--- config.mk ---
export PLATFORM = sky130hd
export DESIGN_NAME = gx4000_cart_reader
export DESIGN_NICKNAME = d
export VERILOG_FILES = /design/src/rtl/gx4000_cart_reader.sv
export SDC_FILE = /design/constraint.sdc
export NUM_CORES = 1
export LEC_CHECK = 0
export BUFFER_PORTS_ARGS = -buffer_cell sky130_fd_sc_hd__buf_2
export CAP_MARGIN = 25
export CORE_ASPECT_RATIO = 1.4
export CORE_MARGIN = 2
export CORE_UTILIZATION = 50
export CTS_CLUSTER_DIAMETER = 200
export CTS_CLUSTER_SIZE = 30
export DETAILED_ROUTE_END_ITERATION = 7
export GPL_ROUTABILITY_DRIVEN = 0
export PLACE_DENSITY_LB_ADDON = 0.1
export SLEW_MARGIN = 40
export SYNTH_ARGS = -nofsm -noshare
export SYNTH_HDL_FRONTEND = slang
export SYNTH_SLANG_ARGS = --single-unit
export TNS_END_PERCENT = 100
--- constraint.sdc ---
create_clock -name clk_sys -period 6.8 [get_ports clk_sys]
set_input_delay 0.34 -clock clk_sys [delete_from_list [all_inputs] [get_ports clk_sys]]
set_output_delay 0.34 -clock clk_sys [all_outputs]
set_load 0.02 [all_outputs]
--- src/rtl/gx4000_cart_reader.sv ---
// Plus cartridge read path: RMR2 / DFxx mapping registers, ROM window
// decode, and a one-entry cached SDRAM byte reader with req/ack handshake.
module gx4000_cart_reader #(
  parameter logic [24:0] CART_BASE = 25'h0100000,
  parameter int          PAGE_W    = 5
) (
  input  logic              clk_sys,
  input  logic              reset,
  input  logic              plus_mode,
  input  logic              asic_unlocked,
  input  logic              cart_loading,
  input  logic [PAGE_W-1:0] page_mask,
  input  logic [15:0]       cpu_addr,
  input  logic [7:0]        cpu_data_in,
  input  logic              io_wr,
  input  logic              mem_rd,
  input  logic              lower_rom_en,
  input  logic              upper_rom_en,
  output logic              rom_hit,
  output logic [7:0]        cpu_data_out,
  output logic              cpu_ready,
  output logic              asic_page_en,
  output logic [2:0]        lower_page,
  output logic [PAGE_W-1:0] upper_page,
  output logic [24:0]       sdram_addr,
  output logic              sdram_rd,
  input  logic              sdram_ack,
  input  logic [7:0]        sdram_q
);

  typedef enum logic [1:0] {S_IDLE, S_REQ, S_DONE} state_t;

  state_t            state_q, state_d;
  logic [4:0]        rmr2;
  logic              loading_q;
  logic              cache_valid;
  logic [24:0]       cache_tag;
  logic [7:0]        cache_data;

  logic              rmr_wr, dfxx_wr, load_rise, cache_inval;
  logic [1:0]        lower_loc;
  logic              lower_hit, upper_hit, cache_hit;
  logic [PAGE_W-1:0] page_sel;
  logic [24:0]       calc_addr;
  logic              ld_ff, ld_cache, ld_req, fill;

  // RMR2 writes need the ASIC unlocked and the 101xxxxx signature
  assign rmr_wr      = plus_mode & io_wr & (cpu_addr[15:8] == 8'h7F) &
                       (cpu_data_in[7:5] == 3'b101) & asic_unlocked;
  assign dfxx_wr     = plus_mode & io_wr & (cpu_addr[15:8] == 8'hDF);
  assign load_rise   = cart_loading & ~loading_q;
  assign cache_inval = rmr_wr | dfxx_wr | load_rise;

  assign lower_page   = rmr2[2:0];
  assign asic_page_en = (rmr2[4:3] == 2'b11);

  // location 11 selects the ASIC page at 4000, the lower ROM itself stays at 0000,
  // so the lower window can never land in the upper-ROM quarter
  assign lower_loc = (rmr2[4:3] == 2'b11) ? 2'b00 : rmr2[4:3];
  assign lower_hit = plus_mode & lower_rom_en & (cpu_addr[15:14] == lower_loc);
  assign upper_hit = plus_mode & upper_rom_en & (cpu_addr[15:14] == 2'b11);
  assign rom_hit   = lower_hit | upper_hit;

  assign page_sel  = lower_hit ? PAGE_W'(rmr2[2:0]) : upper_page;
  assign calc_addr = CART_BASE + 25'({page_sel & page_mask, cpu_addr[13:0]});
  assign cache_hit = cache_valid & (cache_tag == calc_addr);

  assign sdram_rd  = (state_q == S_REQ);
  assign cpu_ready = (state_q == S_DONE);
  assign fill      = (state_q == S_REQ) & sdram_ack;

  // mapping registers; DFxx with bit 7 clear falls back to page 1
  always_ff @(posedge clk_sys) begin
    if (reset) begin
      rmr2       <= 5'h00;
      upper_page <= PAGE_W'(1);
      loading_q  <= 1'b0;
    end else begin
      loading_q <= cart_loading;
      if (rmr_wr)  rmr2 <= cpu_data_in[4:0];
      if (dfxx_wr) upper_page <= cpu_data_in[7] ? cpu_data_in[PAGE_W-1:0] : PAGE_W'(1);
    end
  end

  // read FSM next state and datapath load enables
  always_comb begin
    state_d  = state_q;
    ld_ff    = 1'b0;
    ld_cache = 1'b0;
    ld_req   = 1'b0;
    case (state_q)
      S_IDLE: begin
        if (mem_rd && rom_hit) begin
          if (cart_loading) begin
            state_d = S_DONE;
            ld_ff   = 1'b1;
          end else if (cache_hit) begin
            state_d  = S_DONE;
            ld_cache = 1'b1;
          end else begin
            state_d = S_REQ;
            ld_req  = 1'b1;
          end
        end
      end
      S_REQ:   if (sdram_ack) state_d = S_DONE;
      S_DONE:  state_d = S_IDLE;
      default: state_d = S_IDLE;
    endcase
  end

  // state, latched request address and read data
  always_ff @(posedge clk_sys) begin
    if (reset) begin
      state_q      <= S_IDLE;
      sdram_addr   <= 25'h0;
      cpu_data_out <= 8'hFF;
    end else begin
      state_q <= state_d;
      if (ld_req)   sdram_addr   <= calc_addr;
      if (ld_ff)    cpu_data_out <= 8'hFF;
      if (ld_cache) cpu_data_out <= cache_data;
      if (fill)     cpu_data_out <= sdram_q;
    end
  end

  // one-entry read cache tagged by full SDRAM address; invalidation wins over fill
  always_ff @(posedge clk_sys) begin
    if (reset) begin
      cache_valid <= 1'b0;
      cache_tag   <= 25'h0;
      cache_data  <= 8'h00;
    end else begin
      if (fill) begin
        cache_valid <= 1'b1;
        cache_tag   <= sdram_addr;
        cache_data  <= sdram_q;
      end
      if (cache_inval) cache_valid <= 1'b0;
    end
  end

endmodule

Word-level counts from Yosys, hierarchy flattened
Index checks and enable logic that the tools add are counted.
Word-level totals
  register bits after elaboration: 80
  input bits: 47
  output and inout bits: 45
Cells by class
  $add $sub $neg: 1
  eq/ne operators: 11
  muxes and demuxes: 22
  bitwise operators: 17
  reductions and logical operators: 5
Operators by type and width (number)
  equality test 25 x 22 -> 1 bit: 1
  2-to-1 mux 8 bit: 3
  adder 21 x 19 -> 22 bit (first input constant): 1
  bitwise AND 1 bit: 12
  2-to-1 mux 1 bit: 11
  2-to-1 mux 2 bit: 5
  2-to-1 mux 5 bit: 2
  equality test 8 x 7 -> 1 bit (second input constant): 1
  equality test 8 bit (second input constant): 1
  equality test 2 bit (second input constant): 3
  bitwise AND 5 bit: 1
  case mux 2 bit (2 select lines): 1
  equality test 3 bit (second input constant): 1
  OR 1 bit: 3
  nonzero test 3 bit: 1
  equality test 2 x 1 -> 1 bit (second input constant): 1
  equality test 2 bit: 1
  zero test 2 bit: 1
  != test 2 x 1 -> 1 bit (second input constant): 1
  != test 2 bit (second input constant): 1
  AND reduction 2 bit: 1
  OR reduction 2 bit: 1
  logical AND 1 bit: 1
  NOT 1 bit: 1

Depth between registers and ports, before layout
Gate-level depths: netlist of the first run.
  depth after elaboration: 15
  depth in mapped cells: 10

Worst setup path after synthesis of the first run
Ideal clock, no wire load.
  kind: register to register
  from: reg rmr2[4]
  to: reg sdram_addr[1]
  data arrival time: 2.199 ns
  data required time: 6.672 ns
  path slack: 4.474 ns
  stages on the path, launching flop included: 9
  path buffers: 1
  period minus slack after synthesis: 2.326 ns
  path through: dfxtp_1 -> nor4bb_2 -> a311oi_4 -> o21ai_1 -> nand4_1 -> a21oi_4 -> buf_6 -> mux2i_1 -> nor2_1
Between the ends
  elaborated cells on any way between the ends: 15
  those cells by class: 1 x add/sub; 3 x eq/ne; 6 x mux; 4 x bitwise; 1 x reduce/logical
RTL lines
  start, declared: RTL line 34  | logic [4:0] rmr2;
  start signal, assigned: RTL line 80  | if (rmr_wr) rmr2 <= cpu_data_in[4:0];
  equality test 2 bit: RTL line 59  | assign lower_loc = (rmr2[4:3] == 2'b11) ? 2'b00 : rmr2[4:3];
  2-to-1 mux 2 bit *: RTL line 59
  equality test 2 bit *: RTL line 60  | assign lower_hit = plus_mode & lower_rom_en & (cpu_addr[15:14] == lower_loc);
  bitwise AND 1 bit *: RTL line 60
  OR 1 bit *: RTL line 62  | assign rom_hit = lower_hit | upper_hit;
  via rom_hit: RTL line 19  | output logic rom_hit,
  logical AND 1 bit *: RTL line 93  | if (mem_rd && rom_hit) begin
  2-to-1 mux 1 bit *: RTL line 93
  2-to-1 mux 1 bit *: RTL line 91  | case (state_q)
  end signal, assigned: RTL line 120  | if (ld_req) sdram_addr <= calc_addr;
  end, declared: RTL line 25  | output logic [24:0] sdram_addr,
Mark *: on every way through the listed nets, which the timed path passes. The rest lies on a longest branch.
A chain may end at the register's enable or synchronous reset.

Worst setup path in the final report of the first run
  from: reg rmr2[3]
  to: reg sdram_addr[18]
Between the ends
  longest elaborated chain between the ends: 13
  elaborated cells on any way between the ends: 15
  those cells by class: 1 x add/sub; 3 x eq/ne; 6 x mux; 4 x bitwise; 1 x reduce/logical
RTL lines
  equality test 2 bit: RTL line 59
  2-to-1 mux 2 bit *: RTL line 59
  equality test 2 bit *: RTL line 60
  bitwise AND 1 bit *: RTL line 60
  2-to-1 mux 5 bit: RTL line 64  | assign page_sel = lower_hit ? PAGE_W'(rmr2[2:0]) : upper_page;
  bitwise AND 5 bit: RTL line 65  | assign calc_addr = CART_BASE + 25'({page_sel & page_mask, cpu_addr[13:0]});
  adder 21 x 19 -> 22 bit: RTL line 65
  equality test 25 x 22 -> 1 bit: RTL line 66  | assign cache_hit = cache_valid & (cache_tag == calc_addr);
  bitwise AND 1 bit: RTL line 66
  2-to-1 mux 1 bit: RTL line 97  | end else if (cache_hit) begin
  2-to-1 mux 1 bit: RTL line 94  | if (cart_loading) begin
  2-to-1 mux 1 bit: RTL line 93
  2-to-1 mux 1 bit: RTL line 91
Every way passes the cells marked *; elsewhere a longest branch is shown, timed or not.

==> flow_summary.toml, run 1 <==
[power]
leakage_nw = 1.51
power.density_nw_per_um2 = 205
ir_drop_v = 0.000181
power.total_mw = 0.794

[routing]
first_pass_iters = 4
num_vias = 2808
wl_microns = 7350
drc = 0
vias_per_cell = 5.42
drtIter0Drc = 90
ant_nets = 0
wire_per_inst_microns = 14.2

[run_status]
status = "finished clean"

[global_route]
grt_pass1_vias = 2704
grt_max_degree = 64
grt_pass1_wl_microns = 12100
grt_overflow = 0
antenna_found_initial = 0
grt_usage_pct = 21.5

[synthesis]
ys_top_cells_by_area = "dfxtp_1 (43%), mux2i_1 (9.5%), nand2_1 (6.1%)"
netlist-cell-type-count = 53
seq_area_frac_synth_pct = 43.1
synth_cells = 362
syn_area_sq_um = 3250
synth_top_area_share_pct = 43.1
ys.flop_type = "dfxtp_1"
ys_ff_latch = 70
yosysTopAreaCell = "dfxtp_1"
syn_avg_cell_area_sq_um = 8.98
synth_edf_count = 0
synth_warnings = 0
synth-async-reset-ratio_pct = 0

[setup_path]
path_class = "reg2reg"
critPathMaxFanout = 13
crit_arrival_ns = 2.94
cp-start-kind = "flop"
crit_required_ns = 7.00
worstSetupEndpointType = "flop"

[sta]
worst_slack_ns = 4.06
report.final.slew_viol_count = 0
fin_tns_setup_ns = 0
fmax_ghz = 0.365
finalClockSkew_ns = 0.00498
hold_violations = 0
final-setup-viol-count = 0
period_share_pct = 40.3
worstMarginPinSlew_ns = 0.663
maxSlewHeadroom_pct = 55.8
finalCriticalPeriod_ns = 2.74
rsz0062_at_grt = "false"

[clock_tree]
clock_tree.root_cell = "clkbuf_8"
tritoncts = "yes"
clk_latency_ns = 0.34
clk_pin_slew_ns = 0.07
htree_levels = 3
post_cts_buffers = 0
clkSinkCount = 70
hold_buffers = 0
cts_max_path_buffers = 2
cts_buffers = 9
cts_resized = 0

[finish]
area_delta_synth_final_pct = 18.9
drive_above_1_share_pct = 28.0
regArea_sq_um = 1400
fin_nets = 488
fin_util_pct = 61.8
num-fill-cells = 602
final_cell_mix = "buf_2 (86), dfxtp_1 (70), nand2_1 (52)"
n_antenna_cell = 0
layout_commonest_cell = "buf_2"
multi_input_area_sq_um = 1690
fin_cells = 518

[floorplanning]
initial_core_util_pct = 52.0
dieArea_sq_um = 7170
num_rows = 34
die_w_microns = 72.1
ios = 92
core_area_sq_um = 6250
die_h_microns = 99.4

[min_path]
hold_path.class = "in2reg"

[placed_design]
numPortBuffers = 86
pre_cts_ws_ns = 3.97
dpl.hpwl_microns = 5470
dp.cells = 502

[run]
maxCapViolCount = 0
-- synthesized netlist by cell type, types with 2 or more instances --
cell type  number
dfxtp_1        70
nand2_1        53
nor2_1         46
a21oi_1        33
mux2i_1        31
nand3_1        13
clkbuf_1       12
xor2_1         10
a2bb2oi_1       8
buf_4           8
inv_1           7
nand4_1         6
xnor2_1         5
buf_6           4
nand3b_1        3
nor2b_1         3
nor4_1          3
o21ai_0         3
a311o_2         2
a31oi_1         2
and2_1          2
mux2_2          2
nand2b_1        2
nor3_1          2
o2111ai_1       2
o21ai_1         2
o221ai_1        2
-- registers in the layout, indices dropped and copies added (netlist names) --
name / count
cpu_data_out: 8
cache_data: 8
cache_valid: 1
state_q: 2
cache_tag: 20
rmr2: 5
upper_page: 5
loading_q: 1
sdram_addr: 20
-- layer usage --
layer | up-vias | track usage, % | wire length (microns)
li1 | 1400 | - | -
met1 | 1333 | 26.2 | 3200
met2 | 65 | 36.6 | 3710
met3 | 10 | 4.46 | 331
met4 | 0 | 8.13 | 112
met5 | - | 0 | 0
-- where the power goes --
part / switching, mW / internal [mW]
Clock: 0.149 / 0.166
Sequential: 0.00172 / 0.413
Combinational: 0.0388 / 0.0251
Total: 0.190 / 0.604
-- final timing paths --
path                  start              to  slack, ns  cells after the start
max                 rmr2[3]  sdram_addr[18]       4.06                      9
min          cpu_data_in[0]         rmr2[0]       0.26                      3
max reg2reg         rmr2[3]  sdram_addr[18]       4.06                      9
min reg2reg   cache_tag[11]   cache_tag[11]       0.47                      2
-- area by class of cell --
| cell class | instances | area share (%) |
|---|---|---|
| multi-input combinational | 264 | 43.6 |
| sequential | 70 | 36.3 |
| inverter | 7 | 0.680 |
| clock buffer | 9 | 3.20 |
| tap | 72 | 2.33 |
| timing repair buffer | 89 | 12.2 |
| clock inverter | 7 | 1.68 |
-- worst max-delay path, stage by stage, from the launching register on --
cell       delay [ns]
dfxtp_1          0.37
xor2_2           0.22
a311oi_4         0.55
nor3_2           0.12
o2111ai_1        0.30
a31oi_1          0.12
a21oi_4          0.46
buf_16           0.21
mux2i_1          0.19
nor2_1           0.05
-- cell families after synthesis --
| logic type | count (synthesis) | share of synthesized area [%] |
|---|---|---|
| mux | 33 | 10.2 |
| compound gates | 64 | 14.5 |
| buf+inv | 32 | 5.58 |
| simple gates | 146 | 21.9 |
| xor+xnor | 16 | 4.54 |
| other cells | 1 | 0.115 |
| flops | 70 | 43.1 |
-- through the flow --
step                hold WS (ns)  cell area (sq um)
detailed placement         0.461               3670
global route               0.270               3860
CTS                        0.245               3860
floorplan                  0.446               3270
global placement           0.453               3650
finish                     0.255               3860
No activity file was read; power rests on OpenSTA's default activity.
==> run 2: changes to the inputs <==
Settings changed: ABC_AREA set to 1, CORE_UTILIZATION 50 to 47.
Clock period 6.8 ns to 2.3 ns, I/O delays scaled along.
==> flow_summary.toml, run 2 <==
[floorplanning]
die_h_microns = 102
die_w_microns = 74.0
core_area_sq_um = 6610
dieArea_sq_um = 7550
num_rows = 35
initial_core_util_pct = 48.8
ios = 92

[finish]
fin_cells = 625
fin_nets = 575
num-fill-cells = 637
largestRegisters = "cache_tag: 20 flops, sdram_addr: 20 flops"
area_delta_synth_final_pct = 19.8
n_antenna_cell = 0
final_cell_mix = "nand2_1 (105), buf_2 (86), dfxtp_1 (70)"
multi_input_area_sq_um = 1490
drive_above_1_share_pct = 23.1
layout_commonest_cell = "nand2_1"
regArea_sq_um = 1400

[clock_tree]
post_cts_buffers = 0
clock_tree.root_cell = "clkbuf_8"
clkSinkCount = 70
tritoncts = "yes"
clk_latency_ns = 0.35
cts_buffers = 9
clk_pin_slew_ns = 0.07
htree_levels = 3
cts_max_path_buffers = 2

[sta]
rsz0062_at_grt = "false"
fmax_ghz = 0.489
finalClockSkew_ns = 0.00724
fin_tns_setup_ns = 0
final-setup-viol-count = 0
period_share_pct = 88.9
hold_violations = 0
finalCriticalPeriod_ns = 2.04
worstMarginPinSlew_ns = 0.591
maxSlewHeadroom_pct = 60.2
report.final.slew_viol_count = 0

[synthesis]
syn_area_sq_um = 3230
synth_cells = 448
synth_common_cells = "nand2_1 (106), dfxtp_1 (70), inv_1 (53)"
seq_area_frac_synth_pct = 43.4
ys_ff_latch = 70
yosysTopAreaCell = "dfxtp_1"
synth_top_area_share_pct = 43.4
ys.flop_type = "dfxtp_1"
synth_warnings = 0
synth_edf_count = 0
ys_top_cells_by_area = "dfxtp_1 (43%), nand2_1 (12%), a21oi_1 (8.1%)"
yosysMostFrequentCell = "nand2_1"
synth-async-reset-ratio_pct = 0
netlist-cell-type-count = 33
syn_avg_cell_area_sq_um = 7.20

[power]
ir_drop_v = 0.000403
power.density_nw_per_um2 = 616
leakage_nw = 1.82

[global_route]
grt_max_degree = 42
grt_pass1_wl_microns = 13400
grt_overflow = 0
grt_pass1_vias = 2931
grt_usage_pct = 23.3
antenna_found_initial = 0

[min_path]
hold_path.class = "in2reg"

[run]
maxCapViolCount = 0

[routing]
ant_nets = 0
wl_microns = 8190
wire_per_inst_microns = 13.1
vias_per_cell = 4.92
first_pass_iters = 4
num_vias = 3078
drtIter0Drc = 222
drc = 0

[placed_design]
numPortBuffers = 86
dp.cells = 609
dpl.hpwl_microns = 5940

[setup_path]
worstSetupEndpointType = "flop"
crit_arrival_ns = 2.25
crit_required_ns = 2.50
cp-start-kind = "flop"
path_class = "reg2reg"
critPathMaxFanout = 8

[run_status]
status = "finished clean"
[run 2: changes by cell type in the layout (fill, tap and decap cells not counted), moves of 4 or more]
cell and delta:
nand3_1 +30, a21oi_1 +19, nand2_4 +4, inv_1 +46
xor2_1 -10, mux2i_1 -23, nand2_1 +53, a2bb2oi_1 -8
nor2_1 -23, or2_1 +4, o21ai_0 +19
[run 2: worst paths after layout]
| check | cells past startpoint | slack (ns) | start | end |
|---|---|---|---|---|
| max | 16 | 0.26 | rmr2[4] | cpu_data_out[1] |
| max reg2reg | 16 | 0.26 | rmr2[4] | cpu_data_out[1] |
| min | 3 | 0.02 | sdram_q[5] | cache_data[5] |
| min reg2reg | 2 | 0.46 | cache_tag[2] | cache_tag[2] |
[run 2: area by class of cell]
type / instances / share of cell area, %
flip-flops and latches: 70 / 36.3
repair buffers: 91 / 12.1
clock inverters: 5 / 1.29
well taps: 92 / 2.98
inverters: 57 / 5.54
multi-input cells: 299 / 38.4
clock buffers: 11 / 3.40
[run 2: critical path, stage by stage, from the launching register on]
cell,delay (ns)
dfxtp_1,0.34
inv_1,0.10
nand2_1,0.06
nand2_1,0.08
inv_1,0.07
nor2_4,0.13
nand2_4,0.08
nand2_2,0.07
nand3_1,0.08
nand2_1,0.06
nand2_1,0.09
nor2_2,0.17
nand2_4,0.11
o21ai_4,0.26
nand2_1,0.08
nand2_1,0.07
nand3_1,0.06
[run 2: logic make-up after synthesis]
group | synth area share, %
and+or+nand+nor | 28.2
AOI/OAI and AO/OA | 13.8
buffers and inverters | 11.2
DFF | 43.4
muxes | 2.48
xor gates and xnor gates | 0.814
other | 0.116
[run 2: metal layers]
layer / up-vias / track usage (%) / share of wire (%)
li1: 1590 / - / -
met1: 1364 / 27.9 / 42
met2: 102 / 37.6 / 48
met3: 22 / 5.82 / 6.4
met4: 0 / 13.0 / 3.5
met5: - / 0 / 0
[run 2: where the power goes]
part	internal (mW)	switching, mW	total, mW
registers	1.23	0.00809	1.23
logic	0.0720	0.128	0.200
clock network	0.494	0.451	0.946
total	1.79	0.587	2.38
[run 2: through the flow]
stage               hold WS [ns]  setup WS [ns]  utilization [%]  power, mW  area (sq um)
floorplan                  0.278          0.487                -       1.38          3240
global placement           0.371          0.343             55.7       1.46          3680
detailed placement         0.379          0.257             55.7       1.46          3680
CTS                       0.0105          0.250             58.4       2.40          3860
global route              0.0323         0.0123             58.4       2.48          3860
finish                    0.0244          0.255             58.4       2.38          3860
[run 2: timing repair]
item / in CTS / in global routing
setup endpoints to repair: 0 / 2
gates resized for setup: 0 / 1
hold buffers: 0 / 0
==> run 3: changes to the inputs <==
Settings changed: PLACE_DENSITY set to 0.76, PLACE_DENSITY_LB_ADDON 0.1 to not set.
==> flow_summary.toml, run 3 (same netlist as run 2, synthesis figures left out) <==
[setup_path]
r2r-start = "rmr2[4]"
crit_arrival_ns = 2.26
r2r-end = "cpu_data_out[4]"
cp-start-kind = "flop"
crit_required_ns = 2.51
r2r_cells = 14
rrSetupSlack_ns = 0.25
critPathMaxFanout = 8
worstSetupEndpointType = "flop"
path_class = "reg2reg"

[global_route]
grt_pass1_vias = 3016
grt_max_degree = 42
antenna_found_initial = 0
grt_usage_pct = 22.2
grt_overflow = 0
grt_pass1_wl_microns = 13000

[finish]
area_delta_synth_final_pct = 20.0
final_cell_mix = "nand2_1 (105), buf_2 (86), dfxtp_1 (68)"
layout_commonest_cell = "nand2_1"
num-fill-cells = 643
n_antenna_cell = 0
fin_nets = 576
drive_above_1_share_pct = 23.6
largestRegisters = "cache_tag: 20 flops, sdram_addr: 20 flops"
multi_input_area_sq_um = 1500
regArea_sq_um = 1400

[clock_tree]
htree_levels = 3
clk_latency_ns = 0.35
cts_max_path_buffers = 2
clock_tree.root_cell = "clkbuf_8"
tritoncts = "yes"
hold_buffers = 0
cts_buffers = 9
clkSinkCount = 70
clk_pin_slew_ns = 0.08

[sta]
maxSlewHeadroom_pct = 67.2
finalCriticalPeriod_ns = 2.05
worst_slack_ns = 0.248
rsz0062_at_grt = "false"
hold_violations = 0
report.final.slew_viol_count = 0
final-setup-viol-count = 0
fin_tns_setup_ns = 0
fmax_ghz = 0.487
worstMarginPinSlew_ns = 0.487
finalClockSkew_ns = 0.0140
period_share_pct = 89.2

[routing]
drtIter0Drc = 208
first_pass_iters = 4
wl_microns = 8080
vias_per_cell = 5.03
num_vias = 3141
ant_nets = 0
drc = 0
wire_per_inst_microns = 12.9

[floorplanning]
ios = 92
die_w_microns = 74.0
die_h_microns = 102
dieArea_sq_um = 7550
num_rows = 35
initial_core_util_pct = 48.8
core_area_sq_um = 6610

[min_path]
whs_path_depth = 3
hold_path.class = "in2reg"
min_to = "cache_data[7]"
holdCritStartpoint = "sdram_q[7]"

[run]
maxCapViolCount = 0

[placed_design]
numPortBuffers = 86
dpl.hpwl_microns = 5860
pre_cts_ws_ns = 0.122

[power]
ir_drop_v = 0.000379
power.density_nw_per_um2 = 597
leakage_nw = 1.81

[run_status]
status = "finished clean"
-- run 3: cell count changes in the layout (fill, tap and decap cells not counted), sizes merged --
| cell | delta |
|---|---|
| clkbuf | +3 |
| buf | +1 |
| bufinv | -1 |
| clkinv | -3 |
-- run 3: per-stage QoR --
step           total power, mW  hold WS (ns)  instances  area [sq um]  util [%]
2_1_floorplan             1.38         0.278        452          3240         -
3_3_place_gp              1.46         0.374        609          3680      55.7
3_5_place_dp              1.46         0.384        609          3680      55.7
4_1_cts                   2.33        0.0294        624          3850      58.2
5_1_grt                   2.39        0.0433        625          3870      58.6
6_report                  2.31        0.0271        625          3870      58.6
-- run 3: worst max path at each step --
stage	startpoint	to	depth (start not counted)
finish	rmr2[4]	cpu_data_out[4]	14
global route	rmr2[3]	cpu_data_out[4]	16
CTS	rmr2[4]	sdram_addr[14]	13
detailed placement	rmr2[4]	sdram_addr[14]	13
global placement	rmr2[3]	sdram_addr[16]	13
floorplan	state_q[0]	cache_tag[8]	7
-- run 3: layout make-up --
| cell class | count | share of cell area (%) |
|---|---|---|
| inverter | 57 | 5.52 |
| sequential | 70 | 36.2 |
| timing repair buffer | 92 | 12.3 |
| clock inverter | 1 | 0.129 |
| clock buffer | 14 | 4.20 |
| multi-input combinational | 299 | 38.7 |
| tap | 92 | 2.97 |
-- run 3: repair_timing --
| action | in CTS | in global routing |
|---|---|---|
| resized for setup | 0 | 6 |
| endpoints found under the setup margin | 0 | 29 |
| setup buffers | 0 | 1 |
-- run 3: report_power, final --
| group | internal (mW) | switching, mW | total [mW] |
|---|---|---|---|
| logic | 0.0725 | 0.127 | 0.200 |
| clock network | 0.445 | 0.436 | 0.880 |
| registers | 1.23 | 0.00795 | 1.23 |
-- run 3: layer usage --
metal	global-route usage, %	vias to the layer above	wire, microns
met5	0	-	0
met4	9.37	0	119
met3	5.52	10	540
met2	39.8	90	4300
met1	24.4	1453	3120
li1	-	1588	-
-- run 3: critical path, cell delays in order (launching register included) --
cell and delay [ns]:
dfxtp_2 0.34, inv_1 0.09, nand2_1 0.06, nand2_1 0.07, nand3_1 0.12, nor2_2 0.18
nand2_1 0.10, nand4_1 0.10, nand2_1 0.07, nor2_2 0.15, nand2_4 0.14, o21ai_4 0.27
nand2_1 0.08, nand2_1 0.08, nand3_1 0.06
